===== config.mk =====
export PLATFORM = sky130hd
export DESIGN_NAME = rollback_handler_flat
export DESIGN_NICKNAME = d
export VERILOG_FILES = /design/src/rtl/rollback_handler_pkg.sv /design/src/rtl/rollback_handler_if.sv /design/src/rtl/rollback_handler_thread_fsm.sv /design/src/rtl/rollback_handler.sv /design/src/flat_wrapper.sv
export SDC_FILE = /design/constraint.sdc
export NUM_CORES = 1
export LEC_CHECK = 0
export BUFFER_PORTS_ARGS = -buffer_cell sky130_fd_sc_hd__clkbuf_2
export CAP_MARGIN = 20
export CORE_MARGIN = 8
export CORE_UTILIZATION = 52
export DETAILED_ROUTE_END_ITERATION = 6
export GPL_TIMING_DRIVEN = 0
export HOLD_SLACK_MARGIN = 0.03
export PLACE_DENSITY = 0.91
export SYNTH_ARGS = -nofsm -noshare
export SYNTH_HDL_FRONTEND = slang
export SYNTH_SLANG_ARGS = --single-unit

===== constraint.sdc =====
create_clock -name clk -period 4.4 [get_ports clk]
set_input_delay 0.88 -clock clk [delete_from_list [all_inputs] [get_ports clk]]
set_output_delay 0.88 -clock clk [all_outputs]
set_load 0.05 [all_outputs]

===== src/rtl/rollback_handler_pkg.sv =====
// rollback_handler_pkg: shared widths, types and FSM encodings for the rollback path
package rollback_handler_pkg;
  localparam int THREAD_NUMB = 4;
  localparam int ADDR_W = 32;
  localparam int SB_W = 64;
  typedef logic [ADDR_W-1:0] address_t;
  typedef logic [$clog2(THREAD_NUMB)-1:0] thread_id_t;
  typedef logic [SB_W-1:0] scoreboard_t;
  typedef logic [THREAD_NUMB-1:0] thread_mask_t;
  typedef logic [0:0] rb_state_t;
  localparam rb_state_t RB_IDLE = 1'b0;
  localparam rb_state_t RB_SQUASH = 1'b1;
endpackage


===== src/rtl/rollback_handler_if.sv =====
// rollback_handler_if: branch/writeback rollback inputs and fetch/scheduler outputs
interface rollback_handler_if
  import rollback_handler_pkg::*;
#(parameter int THREAD_NUMB = rollback_handler_pkg::THREAD_NUMB);
  logic bc_rollback_enable;
  logic bc_rollback_valid;
  address_t bc_rollback_pc;
  thread_id_t bc_rollback_thread_id;
  scoreboard_t bc_scoreboard;
  logic wb_rollback_enable;
  address_t wb_rollback_pc;
  thread_id_t wb_rollback_thread_id;
  logic [THREAD_NUMB-1:0] rb_rollback_valid;
  address_t rb_rollback_pc [THREAD_NUMB];
  logic [THREAD_NUMB-1:0] rb_squash_mask;
  logic rb_release_valid;
  thread_id_t rb_release_thread_id;
  scoreboard_t rb_release_scoreboard;
  modport master (
    output bc_rollback_enable, bc_rollback_valid, bc_rollback_pc, bc_rollback_thread_id, bc_scoreboard,
    output wb_rollback_enable, wb_rollback_pc, wb_rollback_thread_id,
    input rb_rollback_valid, rb_rollback_pc, rb_squash_mask,
    input rb_release_valid, rb_release_thread_id, rb_release_scoreboard
  );
  modport slave (
    input bc_rollback_enable, bc_rollback_valid, bc_rollback_pc, bc_rollback_thread_id, bc_scoreboard,
    input wb_rollback_enable, wb_rollback_pc, wb_rollback_thread_id,
    output rb_rollback_valid, rb_rollback_pc, rb_squash_mask,
    output rb_release_valid, rb_release_thread_id, rb_release_scoreboard
  );
endinterface


===== src/rtl/rollback_handler_thread_fsm.sv =====
// rollback_thread_fsm: one thread's redirect pulse, redirect PC and squash window
module rollback_thread_fsm
  import rollback_handler_pkg::*;
#(parameter int SQUASH_CYCLES = 3) (
  input  logic     clk,
  input  logic     reset,
  input  logic     i_accept,
  input  address_t i_pc,
  output logic     o_valid,
  output address_t o_pc,
  output logic     o_squash
);
  localparam int CW = $clog2(SQUASH_CYCLES + 1);
  rb_state_t r_state;
  logic [CW-1:0] r_cnt;
  logic r_valid;
  address_t r_pc;
  always_ff @(posedge clk) begin
    if (reset) begin
      r_state <= RB_IDLE;
      r_cnt <= '0;
      r_valid <= 1'b0;
      r_pc <= '0;
    end else begin
      r_valid <= i_accept;
      if (i_accept) begin
        r_pc <= i_pc;
        r_state <= RB_SQUASH;
        r_cnt <= CW'(SQUASH_CYCLES - 1);
      end else if (r_state == RB_SQUASH) begin
        if (r_cnt == '0) r_state <= RB_IDLE;
        else r_cnt <= r_cnt - 1'b1;
      end
    end
  end
  assign o_valid = r_valid;
  assign o_pc = r_pc;
  assign o_squash = (r_state == RB_SQUASH);
endmodule


===== src/rtl/rollback_handler.sv =====
// rollback_handler: arbitrates branch/trap rollbacks per thread and releases branch scoreboard bits
module rollback_handler
  import rollback_handler_pkg::*;
#(
  parameter int THREAD_NUMB = rollback_handler_pkg::THREAD_NUMB,
  parameter int SQUASH_CYCLES = 3
) (
  input logic clk,
  input logic reset,
  rollback_handler_if.slave bus
);
  logic [THREAD_NUMB-1:0] w_accept, w_valid, w_squash;
  address_t w_pc_in [THREAD_NUMB];
  address_t w_pc [THREAD_NUMB];
  logic r_rel_valid;
  thread_id_t r_rel_tid;
  scoreboard_t r_rel_sb;
  for (genvar t = 0; t < THREAD_NUMB; t++) begin : g_thr
    // writeback is the older instruction, so it wins; a branch seen while squashed is wrong-path
    logic w_wb_hit, w_bc_hit;
    assign w_wb_hit = bus.wb_rollback_enable && bus.wb_rollback_thread_id == thread_id_t'(t);
    assign w_bc_hit = bus.bc_rollback_enable && bus.bc_rollback_thread_id == thread_id_t'(t) && !w_squash[t];
    assign w_accept[t] = w_wb_hit || w_bc_hit;
    assign w_pc_in[t] = w_wb_hit ? bus.wb_rollback_pc : bus.bc_rollback_pc;
    rollback_thread_fsm #(.SQUASH_CYCLES(SQUASH_CYCLES)) u_fsm (
      .clk(clk),
      .reset(reset),
      .i_accept(w_accept[t]),
      .i_pc(w_pc_in[t]),
      .o_valid(w_valid[t]),
      .o_pc(w_pc[t]),
      .o_squash(w_squash[t])
    );
    assign bus.rb_rollback_pc[t] = w_pc[t];
  end
  always_ff @(posedge clk) begin
    if (reset) begin
      r_rel_valid <= 1'b0;
      r_rel_tid <= '0;
      r_rel_sb <= '0;
    end else begin
      r_rel_valid <= bus.bc_rollback_enable || bus.bc_rollback_valid;
      r_rel_tid <= bus.bc_rollback_thread_id;
      r_rel_sb <= bus.bc_scoreboard;
    end
  end
  assign bus.rb_rollback_valid = w_valid;
  assign bus.rb_squash_mask = w_squash;
  assign bus.rb_release_valid = r_rel_valid;
  assign bus.rb_release_thread_id = r_rel_tid;
  assign bus.rb_release_scoreboard = r_rel_sb;
endmodule


===== src/flat_wrapper.sv =====
// flat-port wrapper written by rule: the top's interface ports become plain ports
module rollback_handler_flat import rollback_handler_pkg::*;
#(
  parameter int THREAD_NUMB = rollback_handler_pkg::THREAD_NUMB,
  parameter int SQUASH_CYCLES = 3
)
  (clk, reset, bus_bc_rollback_enable, bus_bc_rollback_valid, bus_bc_rollback_pc, bus_bc_rollback_thread_id, bus_bc_scoreboard, bus_wb_rollback_enable, bus_wb_rollback_pc, bus_wb_rollback_thread_id, bus_rb_rollback_valid, bus_rb_rollback_pc, bus_rb_squash_mask, bus_rb_release_valid, bus_rb_release_thread_id, bus_rb_release_scoreboard);
  rollback_handler_if #(.THREAD_NUMB(THREAD_NUMB)) bus_i ();
  input logic clk;
  input logic reset;
  input wire logic [$bits(bus_i.bc_rollback_enable)-1:0] bus_bc_rollback_enable;
  input wire logic [$bits(bus_i.bc_rollback_valid)-1:0] bus_bc_rollback_valid;
  input wire logic [$bits(bus_i.bc_rollback_pc)-1:0] bus_bc_rollback_pc;
  input wire logic [$bits(bus_i.bc_rollback_thread_id)-1:0] bus_bc_rollback_thread_id;
  input wire logic [$bits(bus_i.bc_scoreboard)-1:0] bus_bc_scoreboard;
  input wire logic [$bits(bus_i.wb_rollback_enable)-1:0] bus_wb_rollback_enable;
  input wire logic [$bits(bus_i.wb_rollback_pc)-1:0] bus_wb_rollback_pc;
  input wire logic [$bits(bus_i.wb_rollback_thread_id)-1:0] bus_wb_rollback_thread_id;
  output wire logic [$bits(bus_i.rb_rollback_valid)-1:0] bus_rb_rollback_valid;
  output wire logic [$bits(bus_i.rb_rollback_pc)-1:0] bus_rb_rollback_pc;
  output wire logic [$bits(bus_i.rb_squash_mask)-1:0] bus_rb_squash_mask;
  output wire logic [$bits(bus_i.rb_release_valid)-1:0] bus_rb_release_valid;
  output wire logic [$bits(bus_i.rb_release_thread_id)-1:0] bus_rb_release_thread_id;
  output wire logic [$bits(bus_i.rb_release_scoreboard)-1:0] bus_rb_release_scoreboard;
  assign bus_i.bc_rollback_enable = bus_bc_rollback_enable;
  assign bus_i.bc_rollback_valid = bus_bc_rollback_valid;
  assign bus_i.bc_rollback_pc = bus_bc_rollback_pc;
  assign bus_i.bc_rollback_thread_id = bus_bc_rollback_thread_id;
  assign bus_i.bc_scoreboard = bus_bc_scoreboard;
  assign bus_i.wb_rollback_enable = bus_wb_rollback_enable;
  assign bus_i.wb_rollback_pc = bus_wb_rollback_pc;
  assign bus_i.wb_rollback_thread_id = bus_wb_rollback_thread_id;
  assign bus_rb_rollback_valid = bus_i.rb_rollback_valid;
  assign bus_rb_rollback_pc = {>>{bus_i.rb_rollback_pc}};
  assign bus_rb_squash_mask = bus_i.rb_squash_mask;
  assign bus_rb_release_valid = bus_i.rb_release_valid;
  assign bus_rb_release_thread_id = bus_i.rb_release_thread_id;
  assign bus_rb_release_scoreboard = bus_i.rb_release_scoreboard;
  rollback_handler #(.THREAD_NUMB(THREAD_NUMB), .SQUASH_CYCLES(SQUASH_CYCLES)) u_core (.clk(clk), .reset(reset), .bus(bus_i));
endmodule

; Word level (Yosys, flattened, before mapping)
; Cells that the tools add are included.
[totals]
ff_bits = 211
wordCells = 112
input_bits = 137
[op_classes]
n_mux = 28
n_eq_ne = 10
addsub = 4
bitwise_logic = 4
n_reduce_logical = 43
[ops]
columns = cell, count
row1 = two-way mux 32 bit, 4
row2 = two-way mux 2 bit, 12
row3 = AND reduction 2 bit, 8
row4 = logical AND 1 bit, 12
row5 = zero test 2 bit, 6
row6 = two-way mux 1 bit, 12
row7 = "equality test 2 bit, second input constant", 4
row8 = "inequality test 2 bit, second input constant", 4
row9 = nonzero test 2 bit, 4
row10 = OR reduction 2 bit, 4
row11 = "subtractor 2 x 1 -> 2 bit, second input constant", 4
row12 = logical OR 1 bit, 5
row13 = "equality test 2 x 1 -> 1 bit, second input constant", 2
row14 = zero test 1 bit, 4
row15 = inverter 1 bit, 4

; Depth between registers and ports, before layout
[depth]
word_depth = 6
ltp_mapped = 6
mapped_depth_nobuf = 3

; Hierarchy
; From an unflattened synthesis, not the netlist that was laid out.
[hier_totals]
cells_unflattened = 767
hier_area_um2 = 8645.8
[modules_own_cells]
columns = module, seq_area_each_um2, area_per_inst_um2, cells_per_inst, n_inst
row1 = rollback_thread_fsm, 720.7, 1302.5, 118, 4
row2 = rollback_handler, 1341.3, 3435.8, 295, 1

; Worst setup path before layout
; Ideal clock, no wire load.
[synth_timing]
path_kind = in2reg
startpoint = in bus_bc_rollback_thread_id[0]
endpoint = reg u_core.g_thr[0].u_fsm.r_pc[25]
cell_stages = 6
slack_ns = 2.275
setup_time_ns = 0.147
arrival_ns = 1.979
cell_sequence = buf_2 -> or4b_1 -> buf_6 -> buf_6 -> nand2_1 -> a311oi_2
[synth_via]
elab_chain_len = 4
[synth_rtl]
columns = item, line
row1 = "start, declared", flat_wrapper.sv:14  ; input wire logic [$bits(bus_i.bc_rollback_thread_id)-1:0] bus_bc_rollback_thread_id;
row2 = zero test 2 bit, rollback_handler.sv:22  ; assign w_bc_hit = bus.bc_rollback_enable && bus.bc_rollback_thread_id == thread_id_t'(t) && !w_squash[t];
row3 = logical AND 1 bit (2 in a row), rollback_handler.sv:22
row4 = logical OR 1 bit, rollback_handler.sv:23  ; assign w_accept[t] = w_wb_hit || w_bc_hit;
row5 = "end signal, assigned", rollback_handler_thread_fsm.sv:27  ; r_pc <= i_pc;
row6 = "end, declared", rollback_handler_thread_fsm.sv:17  ; address_t r_pc;
; Every way passes these cells.
; A chain may end at the register's enable or synchronous reset.

; Worst setup path in the final report
[layout_timing]
startpoint = reg u_core.g_thr[0].u_fsm.r_state
endpoint = out bus_rb_squash_mask[0]
[layout_rtl]
columns = item, line
row1 = "start, declared", rollback_handler_thread_fsm.sv:14  ; rb_state_t r_state;
row2 = "start signal, assigned", rollback_handler_thread_fsm.sv:20  ; r_state <= RB_IDLE;
row3 = "start signal, assigned", rollback_handler_thread_fsm.sv:28  ; r_state <= RB_SQUASH;
row4 = "start signal, assigned", rollback_handler_thread_fsm.sv:31  ; if (r_cnt == '0) r_state <= RB_IDLE;
row5 = "end, declared", flat_wrapper.sv:21  ; output wire logic [$bits(bus_i.rb_squash_mask)-1:0] bus_rb_squash_mask;
; No word-level cell between the ends.

==> flow_metrics.tcl <==
set metrics [dict create \
    synth_largest_area_cell "dfxtp_1" \
    grt_max_degree 14 \
    htreeDepth 1 \
    wl_mm 32.4 \
    rsz0062_at_grt "no" \
    synth_cell_type_count 28 \
    switchingPower_mw 1.51 \
    grt_pass1_wl_mm 49.9 \
    cts_resized 0 \
    post_cts_buffers 0 \
    clk_latency_ns 0.49 \
    synth-simple-area-share 0.252 \
    die_x_um 141 \
    swShare 0.319 \
    whs_path_depth 2 \
    drc_errors 0 \
    synth_area_per_cell_um2 8.72 \
    start_util 0.534 \
    timing.reg2reg.setup_slack_ns 2.54 \
    powerDensity_mw_per_mm2 441 \
    cp.arrival_ns 1.39 \
    critical_path_class "reg2out" \
    p_comb_frac 0.200 \
    met1_usage 0.342 \
    area_growth_pct 31.6 \
    placedInstanceArea_mm2 0.0101 \
    synthAdderAreaFrac 0 \
    synth_top_family_by_area "simple AND/OR/NAND/NOR gates" \
    instances_no_fill 1516 \
    cts-root-buf "clkbuf_16" \
    clkSinkCount 211 \
    status "finished clean" \
    antenna_found_initial 1 \
    worstHoldStart "u_core.g_thr[2].u_fsm.o_pc[6]" \
    die_y_um 141 \
    slew_headroom 0.486 \
    synth_compound_area_frac 0.171 \
    required_ns 3.52 \
    grt_usage 0.314 \
    internal_power_mw 3.22 \
    place_congestion 0.900 \
    hold_viol 0 \
    drv_slew 0 \
    holdBufCountCts 0 \
    cts_made_buffers 21 \
    fin_crit_sh 0.517 \
    cts.reportedPaths.clkPinSlew_ns 0.06 \
    clockPowerShare 0.357 \
    r2r_end "u_core.g_thr[3].u_fsm.o_pc[19]" \
    setup_violations 0 \
    r2r_start "u_core.g_thr[3].u_fsm.o_squash" \
    final_core_util 0.703 \
    ant_nets 0 \
    cts_tree "done" \
    portBuffers 336 \
    via_per_inst 5.77 \
    grt.overflow.total 0 \
    critPathLaunchType "flop" \
    globalRouteMet3Util 0.0955 \
    p_seq_frac 0.443 \
    synthTopCellsByArea "dfxtp_1, nand2_1, a311oi_1, nor2_1, nor2b_1" \
    vias 8746 \
    n_antenna_cell 0 \
    place_hpwl_mm 23.9 \
    dieArea_mm2 0.0199 \
    finalClockSkew_ns 0.0115 \
    clk_path_buf_depth 3 \
    rr_worst_depth 4 \
    grt_pass1_vias 8867 \
    yosys.area.top_type_share 0.518 \
    tns_ns 0 \
    crit_path_end_kind "output pin" \
    cap_violations 0 \
    finalPower_mw 4.73 \
    core_area_mm2 0.0153 \
    synthMuxAreaShare 0 \
    postSynthCellCount 935 \
    dpl.cell_count 1482 \
    firstDrtPassIters 6 \
    seq_area_frac_synth 0.518 \
    grt_util_met2 0.544 \
    synth_seq_cells 211 \
    worstHoldEndpoint "u_core.g_thr[2].u_fsm.o_pc[6]" \
    layout-drive-gt1-share 0.326 \
    vdd_ir_drop_max_mv 0.256 \
    p_leak_nw 4.69 \
    final_nets 1431 \
    wire_per_inst_um 21.4 \
    gr-max-usage-layer "met2" \
    synth-xor-area-share 0 \
    rows 45 \
    pin_count 340 \
    fmaxAchievable_mhz 440 \
    syn-num-nets 1072 \
    fin_crit_ns 2.27 \
    synth_warnings 0 \
    synth_area_mm2 0.00815 \
    path_max_fanout 6 \
    tightest_slew_ns 0.771 \
    first_iter_violations 810 \
    hold_path_class "reg2reg" \
    finalInstanceArea_mm2 0.0107 \
]
cells in the mapped netlist, drive strengths merged:
cell     number
nor4b         1
buf          41
nor2        130
or3b          1
and4bb        2
a21oi         4
and4b         1
a31oi         8
nor2b        66
nand3         1
nand2       264
dfxtp       211
nand3b        6
clkbuf       51
or4b          1
nand4bb       2
a311oi      128
a211oi        4
inv           4
nand4b        1
o21ai         8
worst max-delay path by stage:
| stage | startpoint | to | slack [ns] | depth (start not counted) |
|---|---|---|---|---|
| floorplan | bus_bc_rollback_thread_id[0] | u_core.g_thr[0].u_fsm.o_pc[25] | 2.27 | 6 |
| global placement | bus_wb_rollback_thread_id[1] | u_core.g_thr[1].u_fsm.o_pc[25] | 1.91 | 5 |
| detailed placement | bus_wb_rollback_thread_id[1] | u_core.g_thr[1].u_fsm.o_pc[25] | 1.80 | 5 |
| CTS | u_core.g_thr[0].u_fsm.o_squash | bus_rb_squash_mask[0] | 2.13 | 2 |
| global route | u_core.g_thr[0].u_fsm.o_squash | bus_rb_squash_mask[0] | 2.09 | 2 |
| finish | u_core.g_thr[0].u_fsm.o_squash | bus_rb_squash_mask[0] | 2.13 | 2 |
per-stage QoR:
| stage | hold WS, ns | setup WS, ns |
|---|---|---|
| 3_5_place_dp | 0.471 | 1.80 |
| 3_3_place_gp | 0.465 | 1.91 |
| 2_1_floorplan | 0.451 | 2.27 |
| 5_1_grt | 0.498 | 2.09 |
| 6_report | 0.477 | 2.13 |
| 4_1_cts | 0.479 | 2.13 |
state kept, by name, summed over array words and instances (netlist names):
register / flops
u_core.bus.rb_release_valid: 1
u_core.bus.rb_release_scoreboard: 64
u_core.g_thr.u_fsm.r_cnt: 8
u_core.g_thr.u_fsm.o_pc: 128
u_core.g_thr.u_fsm.o_valid: 4
u_core.bus.rb_release_thread_id: 2
u_core.g_thr.u_fsm.o_squash: 4
power by group through the flow:
stage / clock [mW] / combinational (mW) / sequential, mW
floorplan: 0 / 0.248 / 2.51
global placement: 0 / 0.920 / 2.13
detailed placement: 0 / 0.936 / 2.13
CTS: 1.69 / 0.942 / 2.09
global route: 1.78 / 0.990 / 2.10
finish: 1.69 / 0.944 / 2.10
area by class of cell:
| class | instances | area [um^2] |
|---|---|---|
| fillers | 1208 | 4530 |
| clock inverters | 1 | 8.76 |
| multi-input cells | 628 | 3440 |
| flip-flops and latches | 211 | 4220 |
| repair buffers | 336 | 1680 |
| inverters | 4 | 15.0 |
| clock buffers | 33 | 621 |
| plain buffers | 92 | 468 |
| well taps | 211 | 264 |
cells by family after synthesis:
logic type             Yosys count
AND/OR/NAND/NOR                476
flip-flops                     211
AO/OA/AOI/OAI                  152
buffers and inverters           96
critical path, stage by stage (launching register included):
cell and delay (ns):
dfxtp_1 0.47, buf_4 0.16, clkbuf_2 0.27
metal layers:
| metal | share of wire | vias up | wire length [um] |
|---|---|---|---|
| li1 | - | 3905 | - |
| met1 | 0.35 | 4048 | 11400 |
| met2 | 0.48 | 640 | 15700 |
| met3 | 0.12 | 151 | 3790 |
| met4 | 0.049 | 2 | 1580 |
| met5 | 0.00040 | - | 13 |
placed cells by master (no fill, tap or decap), types with 2 or more instances in the layout:
master	Yosys	layout
a311oi_2	17	17
dfxtp_1	211	211
clkbuf_8	0	5
buf_6	7	7
a21oi_1	3	3
and4bb_2	2	2
clkbuf_16	0	21
nand2_1	264	264
a311oi_1	111	111
clkbuf_1	51	58
nor2b_1	66	66
a211oi_1	4	4
nand4bb_1	2	2
inv_1	4	4
a31oi_1	6	6
clkbuf_2	0	336
nor2_1	130	130
o21ai_0	8	8
buf_2	20	20
nand3b_1	6	6
buf_1	2	2
buf_4	12	12
Power figures use the tool's default switching activity.
